[src/rtl/cim_array_ctrl_if.sv]
// Command/response bus for the CIM array controller: one command in, one
// response pulse out per command.
interface cim_array_ctrl_if #(
  parameter int unsigned WIDTH = 8,
  parameter int unsigned AW    = 4
);
  logic             cmd_valid;
  logic             cmd_ready;
  logic [1:0]       cmd_op;
  logic [AW-1:0]    cmd_dst;
  logic [AW-1:0]    cmd_srca;
  logic [AW-1:0]    cmd_srcb;
  logic [WIDTH-1:0] cmd_wdata;
  logic             rsp_valid;
  logic [WIDTH-1:0] rsp_data;
  logic             rsp_carry;
  logic             rsp_err;

  modport master (
    output cmd_valid, cmd_op, cmd_dst, cmd_srca, cmd_srcb, cmd_wdata,
    input  cmd_ready, rsp_valid, rsp_data, rsp_carry, rsp_err
  );

  modport slave (
    input  cmd_valid, cmd_op, cmd_dst, cmd_srca, cmd_srcb, cmd_wdata,
    output cmd_ready, rsp_valid, rsp_data, rsp_carry, rsp_err
  );
endinterface

[src/rtl/cim_array_ctrl.sv]
// Sequencer for a compute-in-memory row array: WRITE/READ/CLEAR/ADD commands
// become registered wordline, strobe and bitline activity plus one response.
module cim_array_ctrl #(
  parameter int unsigned ROWS  = 16,
  parameter int unsigned WIDTH = 8,
  parameter int unsigned AW    = 4
) (
  input  logic             clk,
  input  logic             rst_n,
  cim_array_ctrl_if.slave  bus,
  output logic [ROWS-1:0]  gwl,
  output logic [ROWS-1:0]  rwl,
  output logic [ROWS-1:0]  wwl,
  output logic             clr,
  output logic             read_en,
  output logic             write_en,
  output logic [WIDTH-1:0] bl,
  output logic [WIDTH-1:0] from_adder,
  input  logic [WIDTH-1:0] sa,
  input  logic [WIDTH-1:0] to_adder
);

  typedef enum logic [2:0] {IDLE, WR, RD, CLR, ADD_A, ADD_B, ADD_WB, DONE} state_e;
  typedef enum logic [1:0] {OP_WRITE, OP_READ, OP_CLEAR, OP_ADD} op_e;

  state_e           state;
  logic [AW-1:0]    dst_q, srca_q, srcb_q;
  logic             err_q;
  logic [WIDTH-1:0] opa, opb;
  logic [WIDTH-1:0] b_cap;
  logic [WIDTH:0]   sum_ab, sum_wb;

  function automatic logic in_range(input logic [AW-1:0] a);
    return 32'(a) < ROWS;
  endfunction

  function automatic logic [ROWS-1:0] onehot(input logic [AW-1:0] a);
    return in_range(a) ? (ROWS'(1) << a) : '0;
  endfunction

  // from_adder is registered on entry to ADD_WB, so it needs operand B as it
  // is being captured; the response uses the registered operands.
  always_comb begin
    b_cap  = in_range(srcb_q) ? to_adder : '0;
    sum_ab = {1'b0, opa} + {1'b0, b_cap};
    sum_wb = {1'b0, opa} + {1'b0, opb};
  end

  always_ff @(posedge clk) begin
    if (!rst_n) begin
      state         <= IDLE;
      bus.cmd_ready <= 1'b1;
      bus.rsp_valid <= 1'b0;
      bus.rsp_data  <= '0;
      bus.rsp_carry <= 1'b0;
      bus.rsp_err   <= 1'b0;
      gwl           <= '0;
      rwl           <= '0;
      wwl           <= '0;
      clr           <= 1'b0;
      read_en       <= 1'b0;
      write_en      <= 1'b0;
      bl            <= '0;
      from_adder    <= '0;
      dst_q         <= '0;
      srca_q        <= '0;
      srcb_q        <= '0;
      err_q         <= 1'b0;
      opa           <= '0;
      opb           <= '0;
    end else begin
      gwl           <= '0;
      rwl           <= '0;
      wwl           <= '0;
      clr           <= 1'b0;
      read_en       <= 1'b0;
      write_en      <= 1'b0;
      bl            <= '0;
      from_adder    <= '0;
      bus.rsp_valid <= 1'b0;
      unique case (state)
        IDLE: begin
          if (bus.cmd_valid) begin
            bus.cmd_ready <= 1'b0;
            dst_q         <= bus.cmd_dst;
            srca_q        <= bus.cmd_srca;
            srcb_q        <= bus.cmd_srcb;
            unique case (op_e'(bus.cmd_op))
              OP_WRITE: begin
                state    <= WR;
                gwl      <= onehot(bus.cmd_dst);
                write_en <= 1'b1;
                bl       <= bus.cmd_wdata;
                err_q    <= !in_range(bus.cmd_dst);
              end
              OP_READ: begin
                state   <= RD;
                gwl     <= onehot(bus.cmd_srca);
                read_en <= 1'b1;
                err_q   <= !in_range(bus.cmd_srca);
              end
              OP_CLEAR: begin
                state <= CLR;
                clr   <= 1'b1;
                err_q <= 1'b0;
              end
              OP_ADD: begin
                state <= ADD_A;
                rwl   <= onehot(bus.cmd_srca);
                err_q <= !(in_range(bus.cmd_srca) && in_range(bus.cmd_srcb)
                           && in_range(bus.cmd_dst));
              end
            endcase
          end
        end
        WR, CLR: begin
          state         <= DONE;
          bus.rsp_valid <= 1'b1;
          bus.rsp_data  <= '0;
          bus.rsp_carry <= 1'b0;
          bus.rsp_err   <= err_q;
        end
        RD: begin
          state         <= DONE;
          bus.rsp_valid <= 1'b1;
          bus.rsp_data  <= in_range(srca_q) ? sa : '0;
          bus.rsp_carry <= 1'b0;
          bus.rsp_err   <= err_q;
        end
        ADD_A: begin
          state <= ADD_B;
          opa   <= in_range(srca_q) ? to_adder : '0;
          rwl   <= onehot(srcb_q);
        end
        ADD_B: begin
          state      <= ADD_WB;
          opb        <= b_cap;
          wwl        <= onehot(dst_q);
          from_adder <= in_range(dst_q) ? sum_ab[WIDTH-1:0] : '0;
        end
        ADD_WB: begin
          state         <= DONE;
          bus.rsp_valid <= 1'b1;
          bus.rsp_data  <= sum_wb[WIDTH-1:0];
          bus.rsp_carry <= sum_wb[WIDTH];
          bus.rsp_err   <= err_q;
        end
        DONE: begin
          state         <= IDLE;
          bus.cmd_ready <= 1'b1;
        end
      endcase
    end
  end

endmodule

[src/flat_wrapper.sv]
// flat-port wrapper written by rule: the top's interface ports become plain ports
module cim_array_ctrl_flat 
#(
  parameter int unsigned ROWS  = 16,
  parameter int unsigned WIDTH = 8,
  parameter int unsigned AW    = 4
)
  (clk, rst_n, gwl, rwl, wwl, clr, read_en, write_en, bl, from_adder, sa, to_adder, bus_cmd_valid, bus_cmd_op, bus_cmd_dst, bus_cmd_srca, bus_cmd_srcb, bus_cmd_wdata, bus_cmd_ready, bus_rsp_valid, bus_rsp_data, bus_rsp_carry, bus_rsp_err);
  cim_array_ctrl_if #(.WIDTH(WIDTH), .AW(AW)) bus_i ();
  input  logic clk;
  input  logic rst_n;
  output logic [ROWS-1:0] gwl;
  output logic [ROWS-1:0] rwl;
  output logic [ROWS-1:0] wwl;
  output logic clr;
  output logic read_en;
  output logic write_en;
  output logic [WIDTH-1:0] bl;
  output logic [WIDTH-1:0] from_adder;
  input  logic [WIDTH-1:0] sa;
  input  logic [WIDTH-1:0] to_adder;
  input wire logic [$bits(bus_i.cmd_valid)-1:0] bus_cmd_valid;
  input wire logic [$bits(bus_i.cmd_op)-1:0] bus_cmd_op;
  input wire logic [$bits(bus_i.cmd_dst)-1:0] bus_cmd_dst;
  input wire logic [$bits(bus_i.cmd_srca)-1:0] bus_cmd_srca;
  input wire logic [$bits(bus_i.cmd_srcb)-1:0] bus_cmd_srcb;
  input wire logic [$bits(bus_i.cmd_wdata)-1:0] bus_cmd_wdata;
  output wire logic [$bits(bus_i.cmd_ready)-1:0] bus_cmd_ready;
  output wire logic [$bits(bus_i.rsp_valid)-1:0] bus_rsp_valid;
  output wire logic [$bits(bus_i.rsp_data)-1:0] bus_rsp_data;
  output wire logic [$bits(bus_i.rsp_carry)-1:0] bus_rsp_carry;
  output wire logic [$bits(bus_i.rsp_err)-1:0] bus_rsp_err;
  assign bus_i.cmd_valid = bus_cmd_valid;
  assign bus_i.cmd_op = bus_cmd_op;
  assign bus_i.cmd_dst = bus_cmd_dst;
  assign bus_i.cmd_srca = bus_cmd_srca;
  assign bus_i.cmd_srcb = bus_cmd_srcb;
  assign bus_i.cmd_wdata = bus_cmd_wdata;
  assign bus_cmd_ready = bus_i.cmd_ready;
  assign bus_rsp_valid = bus_i.rsp_valid;
  assign bus_rsp_data = bus_i.rsp_data;
  assign bus_rsp_carry = bus_i.rsp_carry;
  assign bus_rsp_err = bus_i.rsp_err;
  cim_array_ctrl #(.ROWS(ROWS), .WIDTH(WIDTH), .AW(AW)) u_core (.clk(clk), .rst_n(rst_n), .bus(bus_i), .gwl(gwl), .rwl(rwl), .wwl(wwl), .clr(clr), .read_en(read_en), .write_en(write_en), .bl(bl), .from_adder(from_adder), .sa(sa), .to_adder(to_adder));
endmodule
[config.mk]
export PLATFORM = sky130hd
export DESIGN_NAME = cim_array_ctrl_flat
export DESIGN_NICKNAME = d
export VERILOG_FILES = /design/src/rtl/cim_array_ctrl_if.sv /design/src/rtl/cim_array_ctrl.sv /design/src/flat_wrapper.sv
export SDC_FILE = /design/constraint.sdc
export NUM_CORES = 1
export LEC_CHECK = 0
export ABC_CLOCK_PERIOD_IN_PS = 1800
export CAP_MARGIN = 20
export CORE_ASPECT_RATIO = 1.1
export CORE_UTILIZATION = 40
export DETAILED_ROUTE_END_ITERATION = 8
export GPL_TIMING_DRIVEN = 0
export PLACE_DENSITY = 0.71
export SKIP_CTS_REPAIR_TIMING = 1
export SYNTH_ARGS = -nofsm -noshare
export SYNTH_HDL_FRONTEND = slang
export SYNTH_SLANG_ARGS = --single-unit
[constraint.sdc]
create_clock -name clk -period 1.8 [get_ports clk]
set_input_delay 0.18 -clock clk [delete_from_list [all_inputs] [get_ports clk]]
set_output_delay 0.18 -clock clk [all_outputs]
set_load 0.005 [all_outputs]
Word-level counts from Yosys, hierarchy flattened
Cells that the tools add are included.

Bits in registers: 107. Bits of input ports: 41.

Add/subtract/negate cells: 2. Equal/unequal tests: 11. Shift operators: 4. Multiplexer cells: 16. Reductions and logical operators: 14.

Operator list (count): $pmux W16 S2 (2); $shl A1 B4 Y16 const A (4); $mux W16 (2); $pmux W8 S3 (1); $pmux W3 S5 (1); $eq A3 B3 Y1 const B (4); $pmux W3 S4 (1); $add A8 B8 Y9 (1); $add A8 B8 Y8 (1); $reduce_or A4 Y1 (2); $eq A3 B2 Y1 const B (2); $mux W1 (6); $reduce_and A2 Y1 (3); $eq A2 B2 Y1 const B (2); $pmux W1 S2 (2); $reduce_and A4 Y1 (1); $reduce_bool A2 Y1 (2); $eq A3 B1 Y1 const B (1); $logic_not A3 Y1 (1); $mux W3 (1); $reduce_and A3 Y1 (1); $reduce_bool A3 Y1 (1); $reduce_or A3 Y1 (1); $eq A2 B1 Y1 const B (1); 3 further kinds (3).

Longest topological paths before layout
Gate-level depths: netlist of run 1.

Depth in word-level cells: 4. Gate-level depth with buffers: 7. Mapped depth without buffers: 7.

Least setup slack after synthesis of run 1
Ideal clock, no wire load.

Path type: reg-to-reg. Start: reg u_core.opb[0]. End: reg u_core.bus.rsp_carry. Library setup time: 0.115 ns. Arrival time: 1.712 ns. Data required time: 1.685 ns. Path slack: -0.027 ns. Stages on the path, launching flop included: 8. Period minus slack after synthesis: 1.827 ns. Cells stage by stage: dfxtp_1 ha_1 fa_1 a211oi_1 o21bai_1 a21oi_1 o211ai_1 and3_1.

Longest elaborated chain between the ends: 2.

Ends and longest elaborated chain: start: declaration (RTL line cim_array_ctrl.sv:29) `logic [WIDTH-1:0] opa, opb;`; start signal: assignment (RTL line cim_array_ctrl.sv:137) `opb <= b_cap;`; $add A8 B8 Y9 (RTL line cim_array_ctrl.sv:46) `sum_wb = {1'b0, opa} + {1'b0, opb};`; $pmux W1 S2 (RTL line cim_array_ctrl.sv:81) `unique case (state)`; end signal: assignment (RTL line cim_array_ctrl.sv:145) `bus.rsp_carry <= sum_wb[WIDTH];`; end: declaration (RTL line cim_array_ctrl_if.sv:26) `output cmd_ready, rsp_valid, rsp_data, rsp_carry, rsp_err`.

Every way passes these cells. A chain may end at the register's enable or synchronous reset.

Final worst setup path of run 1
Start: reg u_core.opa[0]. End: reg u_core.bus.rsp_data[6].

Longest elaborated chain between the ends: 2.

Ends and longest elaborated chain: start: declaration (RTL line cim_array_ctrl.sv:29); start signal: assignment (RTL line cim_array_ctrl.sv:132) `opa <= in_range(srca_q) ? to_adder : '0;`; $add A8 B8 Y9 (RTL line cim_array_ctrl.sv:46); $pmux W8 S3 (RTL line cim_array_ctrl.sv:81); end signal: assignment (RTL line cim_array_ctrl.sv:126) `bus.rsp_data <= in_range(srca_q) ? sa : '0;`; end signal: assignment (RTL line cim_array_ctrl.sv:144) `bus.rsp_data <= sum_wb[WIDTH-1:0];`; end: declaration (RTL line cim_array_ctrl_if.sv:26).

Every way passes these cells.

==> results of run 1 <==
[cells by family after synthesis]
group	count (synthesis)	synth area share
AOI/OAI and AO/OA	109	0.1784
DFF	105	0.4758
and+or+nand+nor	196	0.2189
buffers and inverters	29	0.03313
xor gates and xnor gates	10	0.01982
other	1	0.0008488
adders and majority gates	22	0.06570
muxes	3	0.007363
[state kept, by name (all words and copies together), names as in the netlist]
name and cells:
u_core.bl 8, u_core.bus.cmd_ready 1, u_core.bus.rsp_carry 1, u_core.bus.rsp_data 8, u_core.bus.rsp_valid 1, u_core.clr 1
u_core.dst_q 4, u_core.from_adder 8, u_core.gwl 16, u_core.opa 8, u_core.opb 8, u_core.read_en 1
u_core.rwl 16, u_core.srcb_q 4, u_core.state 3, u_core.write_en 1, u_core.wwl 16
[report_power, final]
part	switching, mW	internal (mW)	total, mW	leakage, nW
clock network	0.897	1.11	2.00	0.149
registers	0.0727	2.42	2.49	0.851
logic	0.467	0.404	0.871	1.26
[metrics by stage]
stage | setup WS (ps) | power, mW | hold WS (ps)
3_5_place_dp | -332.6 | 3.395 | 462.7
6_report | -77.92 | 5.362 | 391.0
2_1_floorplan | 44.80 | 3.049 | 301.7
3_3_place_gp | -330.8 | 3.370 | 449.5
4_1_cts | -187.2 | 5.396 | 384.8
5_1_grt | -180.5 | 5.600 | 390.2
[critical path, cell delays in order, from the launching register on]
cell and delay [ps]:
dfxtp_2 350, ha_4 180, fa_2 420, a211oi_2 210
o21bai_1 100, a21oi_2 180, xor2_1 210, a31oi_1 100
[path summary, 6_finish.rpt]
kind	startpoint	to	slack, ps	cells after the start
hold reg to reg	u_core.opb[6]	u_core.opb[6]	470	2
setup reg to reg	u_core.opa[0]	u_core.bus.rsp_data[6]	-80	7
setup / recovery	u_core.opa[0]	u_core.bus.rsp_data[6]	-80	7
hold / removal	bus_cmd_srcb[0]	u_core.srcb_q[0]	390	3
[Yosys cell counts (all sizes together) (2+ instances only)]
library cell	n
a21o	4
a21oi	18
o221ai	2
fa	2
a222oi	2
clkbuf	9
and3	8
nand4b	3
o211ai	3
nand2	78
buf	14
a22oi	12
a31oi	2
o21bai	3
nand2b	4
o32ai	8
and3b	3
nand4	3
nor2	42
nor3b	3
nor3	8
inv	6
and2	13
nand3	10
a211oi	6
ha	20
o22ai	9
nor2b	12
xor2	4
nor4b	2
a32oi	4
nand3b	3
o21ai	10
mux2	2
dfxtp	105
xnor2	6
a21boi	24
[layout make-up]
class,count,share of cell area
plain buffers,23,0.02043
clock buffers,9,0.03678
clock inverters,7,0.01369
inverters,6,0.003678
multi-input cells,341,0.3596
flip-flops and latches,105,0.3437
well taps,143,0.02922
repair buffers,118,0.1929
[routing by layer]
metal	routed length, um	global-route usage	vias up
met1	4410	0.2080	1838
met2	5490	0.3391	130
li1	-	-	1937
met4	199	0.07333	0
met5	0	0	-
met3	657	0.03300	20
==> results_dict.tcl, run 1 <==
set metrics [dict create \
    failed_checks "negative setup slack" \
    synth_area_mm2 0.004418 \
    fillCellCount 937 \
    seq_area_mm2 0.002105 \
    die_y_um 112.2 \
    layout_common_cells "clkdlybuf4s50_1, dfxtp_1, nand2_1" \
    antennaDiodeCount 0 \
    arrival_ps 2090 \
    synth_seq_area_share 0.4758 \
    crit_required_ps 2010 \
    cts.path.max_buffers 2 \
    post-dp-hpwl_um 8108 \
    drv_cap 0 \
    fin_cells 752 \
    wl_um 10760 \
    status "complete, but fails checks" \
    grt_usage 0.1851 \
    synth_area_leaders "dfxtp_1, nand2_1, ha_1" \
    yosys.area.top_type "dfxtp_1" \
    io_pins 120 \
    synth_cell_types 55 \
    period_share 1.043 \
    hold_class "input pin to register" \
    antenna_found_initial 0 \
    async_flop_share 0 \
    synthCells 475 \
    wl_per_cell_um 14.31 \
    hold_viol 0 \
    cts_tree "done" \
    fin_skew_ps 6.537 \
    dpl-instance-area_mm2 0.005781 \
    final.setup.worst_slack_ps -77.92 \
    portBuffers 118 \
    drive_gt1_frac 0.08210 \
    worst_slew_pin_slew_ps 509.7 \
    firstDrtPassIters 5 \
    clock_latency_ps 340 \
    ys_ff_latch 105 \
    slew_viol_final 0 \
    vias 3925 \
    synth_top_area_frac 0.4758 \
    final_common_cell "clkdlybuf4s50_1" \
    drc_errors 0 \
    area_growth_pct 38.60 \
    cp-start-kind "register" \
    core_area_mm2 0.01059 \
    cts_made_buffers 9 \
    leakage_nw 2.255 \
    clk_pin_slew_ps 70 \
    synth_flop_cell "dfxtp_1" \
    synth_nets 538 \
    grt_pass1_vias 3645 \
    grt.overflow.total 0 \
    rsz0062_at_grt "yes" \
    multi_input_area_mm2 0.002202 \
    setup_viol 4 \
    cts.sinks 105 \
    max-slew-margin-rel 0.6579 \
    viasPerCell 5.219 \
    start_util 0.4172 \
    post-place-cells 736 \
    die_w_um 102.2 \
    globalplace.congestion 0.8944 \
    grt_pass1_wl_um 16830 \
    ys_warn_count 0 \
    syn_area_per_cell_um2 9.301 \
    htreeDepth 3 \
    drtIter0Drc 169 \
    path_class "register to register" \
    period_minus_slack_ps 1878 \
    fin_area_mm2 0.006123 \
    peakVddDrop_mv 0.4773 \
    utilization 0.5783 \
    dieArea_mm2 0.01147 \
    ant_nets 0 \
    synth_edf_count 0 \
    grt_max_degree 20 \
    final_nets 667 \
    timing.fmax_mhz 532.5 \
    cp_max_fo 3 \
    row_count 39 \
    setup_tns_ps -168.3 \
    cp-end-kind "register" \
    power.density_mw_per_mm2 875.7 \
    cts_root_buf "clkbuf_16" \
]
No activity file was read; power rests on OpenSTA's default activity.
==> inputs of run 2 (changes only) <==
--- a/config.mk
+++ b/config.mk
@@ -12,6 +12,7 @@
 export DETAILED_ROUTE_END_ITERATION = 8
 export GPL_TIMING_DRIVEN = 0
 export PLACE_DENSITY = 0.71
+export REMOVE_ABC_BUFFERS = 1
 export SKIP_CTS_REPAIR_TIMING = 1
 export SYNTH_ARGS = -nofsm -noshare
 export SYNTH_HDL_FRONTEND = slang
==> run 2 against run 1 <==
Against the previous run: critical path depth is the same; the run still ends with negative setup slack left; non-clock buffer count fell by 19; sequential cell count stayed put; die area is the same; via count shrank 2.8%; cell count is 2.5% lower; wire length down 2.7%; fmax is 2.0% higher; highest routed layer unchanged; worst hold slack worse by 160 ps; global-route usage rose by 0.20 points; largest cell class unchanged; final area shrank 0.86%; combinational power decreased by 9.4%.
==> results_dict.tcl, run 2 (same netlist as run 1, synthesis figures left out) <==
set metrics [dict create \
    status "complete, but fails checks" \
    failed_checks "negative setup slack" \
    worst_slew_pin_slew_ps 796.2 \
    wl_per_cell_um 14.28 \
    grt_usage 0.1872 \
    cp_max_fo 3 \
    drc_errors 0 \
    grt.overflow.total 0 \
    clk_pin_slew_ps 70 \
    io_pins 120 \
    antenna_found_initial 0 \
    total_power_mw 5.445 \
    viasPerCell 5.203 \
    cp-end-kind "register" \
    arrival_ps 2070 \
    peakVddDrop_mv 0.4879 \
    die_y_um 112.2 \
    hold_class "input pin to register" \
    whs_ps 228.8 \
    die_w_um 102.2 \
    ant_nets 0 \
    drive_gt1_frac 0.08814 \
    grt_pass1_vias 3686 \
    layout_common_cells "clkdlybuf4s50_1, dfxtp_1, nand2_1" \
    htreeDepth 3 \
    clock_latency_ps 340 \
    hold_viol 0 \
    fillCellCount 960 \
    leakage_nw 2.229 \
    period_minus_slack_ps 1841 \
    setup_viol 2 \
    fin_skew_ps 8.846 \
    seq_area_mm2 0.002111 \
    crit_required_ps 2030 \
    core_area_mm2 0.01059 \
    top_regs "u_core.gwl (16), u_core.rwl (16), u_core.wwl (16)" \
    portBuffers 118 \
    cts_tree "done" \
    final_nets 648 \
    cts.sinks 105 \
    drv_cap 0 \
    p_sw_frac 0.2593 \
    dieArea_mm2 0.01147 \
    grt_pass1_wl_um 16960 \
    vias 3814 \
    cts.path.max_buffers 2 \
    grt_max_degree 51 \
    firstDrtPassIters 5 \
    row_count 39 \
    slew_viol_final 0 \
    p_clk_frac 0.389 \
    combPwrFrac 0.145 \
    area_growth_pct 37.41 \
    globalplace.congestion 0.8511 \
    period_share 1.023 \
    cp-start-kind "register" \
    multi_input_area_mm2 0.002225 \
    path_class "register to register" \
    rsz0062_at_grt "yes" \
    cts_root_buf "clkbuf_16" \
    drtIter0Drc 190 \
    timing.fmax_mhz 543.3 \
    power.density_mw_per_mm2 896.9 \
    start_util 0.4172 \
    final.setup.worst_slack_ps -40.76 \
    power.internal_mw 4.033 \
    wl_um 10470 \
    final_common_cell "clkdlybuf4s50_1" \
    place_ws_ps -387.1 \
    max-slew-margin-rel 0.4692 \
    p_switching_mw 1.412 \
    power_frac_seq 0.466 \
    cts_made_buffers 9 \
    post-dp-hpwl_um 7631 \
    antennaDiodeCount 0 \
]
## run 2: cell types whose count changed in the layout (fill, tap and decap cells not counted), moves of 2 or more
cell             before  now
and2_1               13   10
dfxtp_1             103  100
dfxtp_2               2    4
buf_1                 2    0
clkdlybuf4s50_1     118  116
buf_2                 6    1
and2_2                0    2
clkbuf_1              8    0
buf_6                 2    0
## run 2: power by group through the flow
stage / clock network [mW] / registers, mW / logic [mW]
2_1_floorplan: 0 / 2.56 / 0.435
3_3_place_gp: 0 / 2.58 / 0.740
3_5_place_dp: 0 / 2.58 / 0.756
4_1_cts: 2.16 / 2.53 / 0.761
5_1_grt: 2.25 / 2.56 / 0.876
6_report: 2.12 / 2.54 / 0.789
## run 2: final cells by class
class | count | area share
Clock buffer | 9 | 0.03710
Inverter | 6 | 0.003710
Clock inverter | 7 | 0.01649
Sequential cell | 105 | 0.3477
Multi-Input combinational cell | 341 | 0.3664
Tap cell | 143 | 0.02947
Timing Repair Buffer | 122 | 0.1991
## run 2: through the flow
step,instances,setup TNS (ps),instance area (um2),utilization
2_1_floorplan,452,-61.22,4294,-
6_report,733,-42.99,6071,0.5733
4_1_cts,729,-8700,5974,0.5642
5_1_grt,733,-473.6,6071,0.5733
3_5_place_dp,713,-8775,5649,0.5335
3_3_place_gp,713,-56130,5654,0.5340
## run 2: worst max-delay path, stage by stage, from the launching register on
cell	delay (ps)
dfxtp_4	360
ha_4	170
fa_2	410
a21o_1	180
a21oi_2	140
xnor2_1	90
a222oi_1	300
nor2b_1	80
## run 2: metal layers
layer | part of all wire | vias up | GRT usage
met5 | 0 | - | 0
met4 | 0.013 | 0 | 0.06667
met3 | 0.055 | 13 | 0.03487
met2 | 0.52 | 145 | 0.3324
met1 | 0.42 | 1767 | 0.2217
li1 | - | 1889 | -
## run 2: final timing paths
| kind | startpoint | endpoint | slack (ps) | cells after the start |
|---|---|---|---|---|
| hold reg to reg | u_core.opb[6] | u_core.opb[6] | 470 | 2 |
| hold / removal | to_adder[1] | u_core.opb[1] | 230 | 3 |
| setup / recovery | u_core.opa[0] | u_core.bus.rsp_data[4] | -40 | 7 |
| setup reg to reg | u_core.opa[0] | u_core.bus.rsp_data[4] | -40 | 7 |
